`src/rtl/qos_ctrl_fsm_pkg.sv`:
```
// Shared definitions for the PCIe QoS control FSM: state codes and state width.
package qos_ctrl_fsm_pkg;

  localparam int ST_W = 3;

  // Codes 5..7 are unused and treated as illegal by the FSM.
  typedef enum logic [ST_W-1:0] {
    ST_RESET  = 3'd0,
    ST_INIT   = 3'd1,
    ST_IDLE   = 3'd2,
    ST_ACTIVE = 3'd3,
    ST_ERROR  = 3'd4
  } state_t;

endpackage

```
`src/rtl/qos_ctrl_fsm_pause_tracker.sv`:
```
// Per-channel pause register: resume clears a bit, pause sets it, otherwise it holds.
module qos_pause_tracker #(
  parameter int NCH = 4
) (
  input  logic           clk,
  input  logic           rst,
  input  logic           en,
  input  logic           clr,
  input  logic [NCH-1:0] pause,
  input  logic [NCH-1:0] resume,
  output logic [NCH-1:0] mask
);

  // Sync clear has priority over update; resume beats pause on the same bit.
  always_ff @(posedge clk or posedge rst) begin
    if (rst) begin
      mask <= '0;
    end else if (clr) begin
      mask <= '0;
    end else if (en) begin
      mask <= (mask | pause) & ~resume;
    end
  end

endmodule

```
`src/rtl/qos_ctrl_fsm.sv`:
```
// Main control FSM of the PCIe QoS block: sequences RESET->INIT->IDLE/ACTIVE,
// latches FIFO thresholds, tracks per-channel pause and traps overflow in ERROR.
module qos_ctrl_fsm
  import qos_ctrl_fsm_pkg::*;
#(
  parameter int NCH  = 4,
  parameter int TH_W = 4
) (
  input  logic            CLK,
  input  logic            reset,
  input  logic            set_init,
  input  logic [TH_W-1:0] init_low_th,
  input  logic [TH_W-1:0] init_high_th,
  input  logic [NCH-1:0]  empty,
  input  logic [NCH-1:0]  full,
  input  logic [NCH-1:0]  Pause,
  input  logic [NCH-1:0]  Continue,
  output logic [ST_W-1:0] state,
  output logic            init_out,
  output logic            idle_out,
  output logic            active_out,
  output logic            error_out,
  output logic [NCH-1:0]  error_full,
  output logic [NCH-1:0]  pause_mask,
  output logic [TH_W-1:0] low_th,
  output logic [TH_W-1:0] high_th
);

  state_t         state_q;
  state_t         state_d;
  logic           err_load;
  logic [NCH-1:0] err_val;
  logic           pause_en;
  logic           pause_clr;

  assign state = state_q;

  // Next-state decode; full has priority over set_init, which beats FIFO activity.
  always_comb begin
    state_d  = state_q;
    err_load = 1'b0;
    err_val  = '0;
    case (state_q)
      ST_RESET: state_d = ST_INIT;
      ST_INIT: begin
        if (!set_init) begin
          if (init_low_th < init_high_th) begin
            state_d = ST_IDLE;
          end else begin
            state_d  = ST_ERROR;
            err_load = 1'b1;
          end
        end
      end
      ST_IDLE: begin
        if (|full) begin
          state_d  = ST_ERROR;
          err_load = 1'b1;
          err_val  = full;
        end else if (set_init) begin
          state_d = ST_INIT;
        end else if (~&empty) begin
          state_d = ST_ACTIVE;
        end
      end
      ST_ACTIVE: begin
        if (|full) begin
          state_d  = ST_ERROR;
          err_load = 1'b1;
          err_val  = full;
        end else if (set_init) begin
          state_d = ST_INIT;
        end else if (&empty) begin
          state_d = ST_IDLE;
        end
      end
      ST_ERROR: state_d = ST_ERROR;
      default:  state_d = ST_RESET;
    endcase
  end

  // State register with one-hot flags registered from the next state so both change together.
  always_ff @(posedge CLK or posedge reset) begin
    if (reset) begin
      state_q    <= ST_RESET;
      init_out   <= 1'b0;
      idle_out   <= 1'b0;
      active_out <= 1'b0;
      error_out  <= 1'b0;
    end else begin
      state_q    <= state_d;
      init_out   <= (state_d == ST_INIT);
      idle_out   <= (state_d == ST_IDLE);
      active_out <= (state_d == ST_ACTIVE);
      error_out  <= (state_d == ST_ERROR);
    end
  end

  // Threshold latch: follows the init inputs while in INIT, frozen elsewhere.
  always_ff @(posedge CLK or posedge reset) begin
    if (reset) begin
      low_th  <= '0;
      high_th <= '0;
    end else if (state_q == ST_INIT) begin
      low_th  <= init_low_th;
      high_th <= init_high_th;
    end
  end

  // Error capture: full vector on overflow entry, zero for a threshold error.
  always_ff @(posedge CLK or posedge reset) begin
    if (reset) begin
      error_full <= '0;
    end else if (err_load) begin
      error_full <= err_val;
    end
  end

  assign pause_en  = (state_q == ST_IDLE) || (state_q == ST_ACTIVE);
  assign pause_clr = (state_q == ST_RESET) || (state_q == ST_INIT);

  qos_pause_tracker #(
    .NCH(NCH)
  ) u_pause (
    .clk   (CLK),
    .rst   (reset),
    .en    (pause_en),
    .clr   (pause_clr),
    .pause (Pause),
    .resume(Continue),
    .mask  (pause_mask)
  );

endmodule

```
`config.mk`:
```
export PLATFORM = sky130hd
export DESIGN_NAME = qos_ctrl_fsm
export DESIGN_NICKNAME = d
export VERILOG_FILES = /design/src/rtl/qos_ctrl_fsm_pkg.sv /design/src/rtl/qos_ctrl_fsm_pause_tracker.sv /design/src/rtl/qos_ctrl_fsm.sv
export SDC_FILE = /design/constraint.sdc
export NUM_CORES = 1
export LEC_CHECK = 0
export BUFFER_PORTS_ARGS = -buffer_cell sky130_fd_sc_hd__clkbuf_2
export CAP_MARGIN = 20
export CELL_PAD_IN_SITES_DETAIL_PLACEMENT = 1
export CELL_PAD_IN_SITES_GLOBAL_PLACEMENT = 1
export CORE_MARGIN = 1.5
export CORE_UTILIZATION = 30
export DETAILED_ROUTE_END_ITERATION = 8
export PLACE_DENSITY = 0.67
export SLEW_MARGIN = 20
export SYNTH_ARGS = -nofsm -noshare
export SYNTH_HDL_FRONTEND = slang
export SYNTH_SLANG_ARGS = --single-unit
export TNS_END_PERCENT = 20
```
`constraint.sdc`:
```
create_clock -name CLK -period 2.2 [get_ports CLK]
set_clock_uncertainty 0.1 [all_clocks]
set_input_delay 0.22 -clock CLK [delete_from_list [all_inputs] [get_ports CLK]]
set_output_delay 0.22 -clock CLK [all_outputs]
set_load 0.005 [all_outputs]
```
==> out/qor.yml <==
grt:
  grt_pass1_vias: 911
  grt_use_total_pct: 13.6
  grt_pass1_wl_mm: 4.09
  grt_overflow: 0
  grt_max_degree: 24
  antenna_found_initial: 0
yosys:
  synth_warnings: 0
  avgSynthCellArea_um2: 12.4
  syn_nets: 115
  netlist_instances: 85
  synth_top_area_share_pct: 54.7
  ys_seq_area_share_pct: 54.7
  ys_seq_elements: 23
  yosysTopAreaCell: "dfrtp_1"
  syn_area_mm2: 0.00105
  synth_area_leaders: "dfrtp_1 (55%), mux2_2 (8.6%), a21oi_1 (5.2%)"
  yosys.cell_types.count: 30
cells_and_area:
  areaGrowthSynthToFinish_pct: 30.8
  layout-drive-gt1-share_pct: 51.5
  antennaDiodeCount: 0
  nNetsFinal: 167
  mostFrequentLayoutCells: "clkbuf_2 (49), dfrtp_1 (23), a21oi_1 (11)"
  final_common_cell: "clkbuf_2"
run_status:
  outcome: "finished clean"
floorplanning:
  rows: 21
  die_y_um: 62.2
  core-area_mm2: 0.00336
  start_util_pct: 31.3
  die_w_um: 62.2
  ios: 50
  die_area_mm2: 0.00387
placement:
  port_buffers: 49
  gp_congestion: 0.785
  dp_hpwl_mm: 1.97
  dpl_worst_slack_ps: 341
sta:
  setup_slack_ps: 318
  rsz0062_at_grt: "no"
  maxSlewViolCount: 0
  relSlewSlack_pct: 42.7
  hold_viol: 0
  fin_crit_sh_pct: 85.5
  tightest_slew_ps: 858
  fmax_ghz: 0.531
  min_period_ps: 1880
  setup_viol: 0
  tns_ps: 0
worst_setup_path:
  cp.arrival_ps: 2040
  worstSetupPathType: "flop to flop"
  critPathMaxFanout: 11
  rrSetupSlack_ps: 320
  max_stage_delay_ps: 570
  crit_chain: "and2b_1 > nand2_2 > a2111oi_2 > and2_1"
  crit_path_top_delay_cell: "dfrtp_1"
  required_ps: 2360
  crit_path_start_kind: "flop"
  cp-end-kind: "flop"
cts:
  cts.path.max_buffers: 2
  clk_pin_slew_ps: 120
  cts_setup_buffers: 0
  cts_buffers: 3
  clock-sinks: 23
  cts.htree.levels: 1
  cts_tree: "done"
  clk_latency_ps: 310
  root_buffer: "clkbuf_4"
power_and_ir_drop:
  irDropWorstVdd_v: 0.000400
  power_density_mw_per_mm2: 1120
  leakagePower_nw: 0.700
drt:
  drt-wirelength-per-cell_um: 13.3
  drtIter0Drc: 22
  drt-total-wl_mm: 2.43
  postRouteAntennaNets: 0
  vias_per_cell: 4.66
  vias: 848
  drc_errors: 0
  firstDrtPassIters: 4
flow_run:
  cap_violations: 0
worst_hold_path:
  hold_class: "input pin to flop"
## what timing repair did
item / in CTS / in global routing
resized for setup: 0 / 0
hold endpoints to repair: 23 / 0
hold buffers: 1 / 0
## cells by family after synthesis
family	after synthesis	synth area share (%)
DFF	23	54.7
buffers and inverters	10	4.40
muxes	8	8.56
adders and majority gates	3	3.57
and+or+nand+nor	17	12.0
AOI/OAI and AO/OA	24	16.8
## synthesized netlist by cell type
master,count
o211ai_2,1
nor2b_1,1
a211o_1,1
o21ai_0,1
o31ai_1,2
a2111oi_0,1
a21oi_1,11
inv_1,6
and2_1,1
and2b_2,1
o211ai_1,1
nor4_4,1
nor2_1,2
nand3_1,1
clkbuf_1,1
dfrtp_1,23
a31oi_2,1
a2111oi_2,1
a22o_2,1
a22o_1,3
nand2b_1,5
mux2_2,8
nor3b_1,1
buf_2,1
buf_4,2
ha_1,3
nand2_2,1
nor3b_2,1
and2b_1,1
nand4_1,1
## area by class of cell
class                      instances  area [um2]
fill                             405        1990
multi-input combinational         52         430
clock buffer                       3        22.5
clock inverter                     1        5.00
inverter                           6        22.5
timing repair buffer              51         263
tap                               46        57.6
sequential                        23         576
## where the power goes
| part | total, mW | internal [mW] | switching, mW | leakage (nW) |
|---|---|---|---|---|
| Clock | 0.194 | 0.0680 | 0.126 | 0.0177 |
| Combinational | 0.640 | 0.351 | 0.289 | 0.392 |
| Sequential | 0.707 | 0.595 | 0.112 | 0.290 |
## registers in the layout, indices dropped and copies added, names as in the netlist
register / count
idle_out: 1
u_pause.mask: 4
error_out: 1
init_out: 1
error_full: 4
active_out: 1
low_th: 4
high_th: 4
state: 3
## per-stage QoR
step,hold slack (ps),total power [mW],instance area [um2],instances,util [%]
after floorplan,122,1.09,1050,85,-
after global placement,324,1.34,1340,177,39.8
after detailed placement,346,1.37,1340,177,39.8
after CTS,6.65,1.58,1380,182,40.9
after global routing,6.66,1.68,1380,182,40.9
final,21.8,1.54,1380,182,40.9
## per-layer routing
layer	routed length (um)	track usage, %
met3	158	2.72
met4	32	5.83
met5	0	0
met2	1230	24.9
met1	1000	15.3
## path summary, 6_finish.rpt
kind | from | to | cells after the start
worst max-delay path | state[1]$_DFF_PP0_ | active_out$_DFF_PP0_ | 4
worst min-delay path | set_init | state[1]$_DFF_PP0_ | 2
worst max register to register | state[1]$_DFF_PP0_ | active_out$_DFF_PP0_ | 4
worst min register to register | error_full[1]$_DFFE_PP0P_ | error_full[1]$_DFFE_PP0P_ | 1
max in group asynchronous | reset | low_th[2]$_DFFE_PP0P_ | 3
min in group asynchronous | reset | low_th[1]$_DFFE_PP0P_ | 3
## critical path, delay by kind of cell, from the launching register on
kind	cells	cell delay, ps
compound gates	1	480
flops	1	570
simple gates	3	670
No activity file was read; power rests on OpenSTA's default activity.
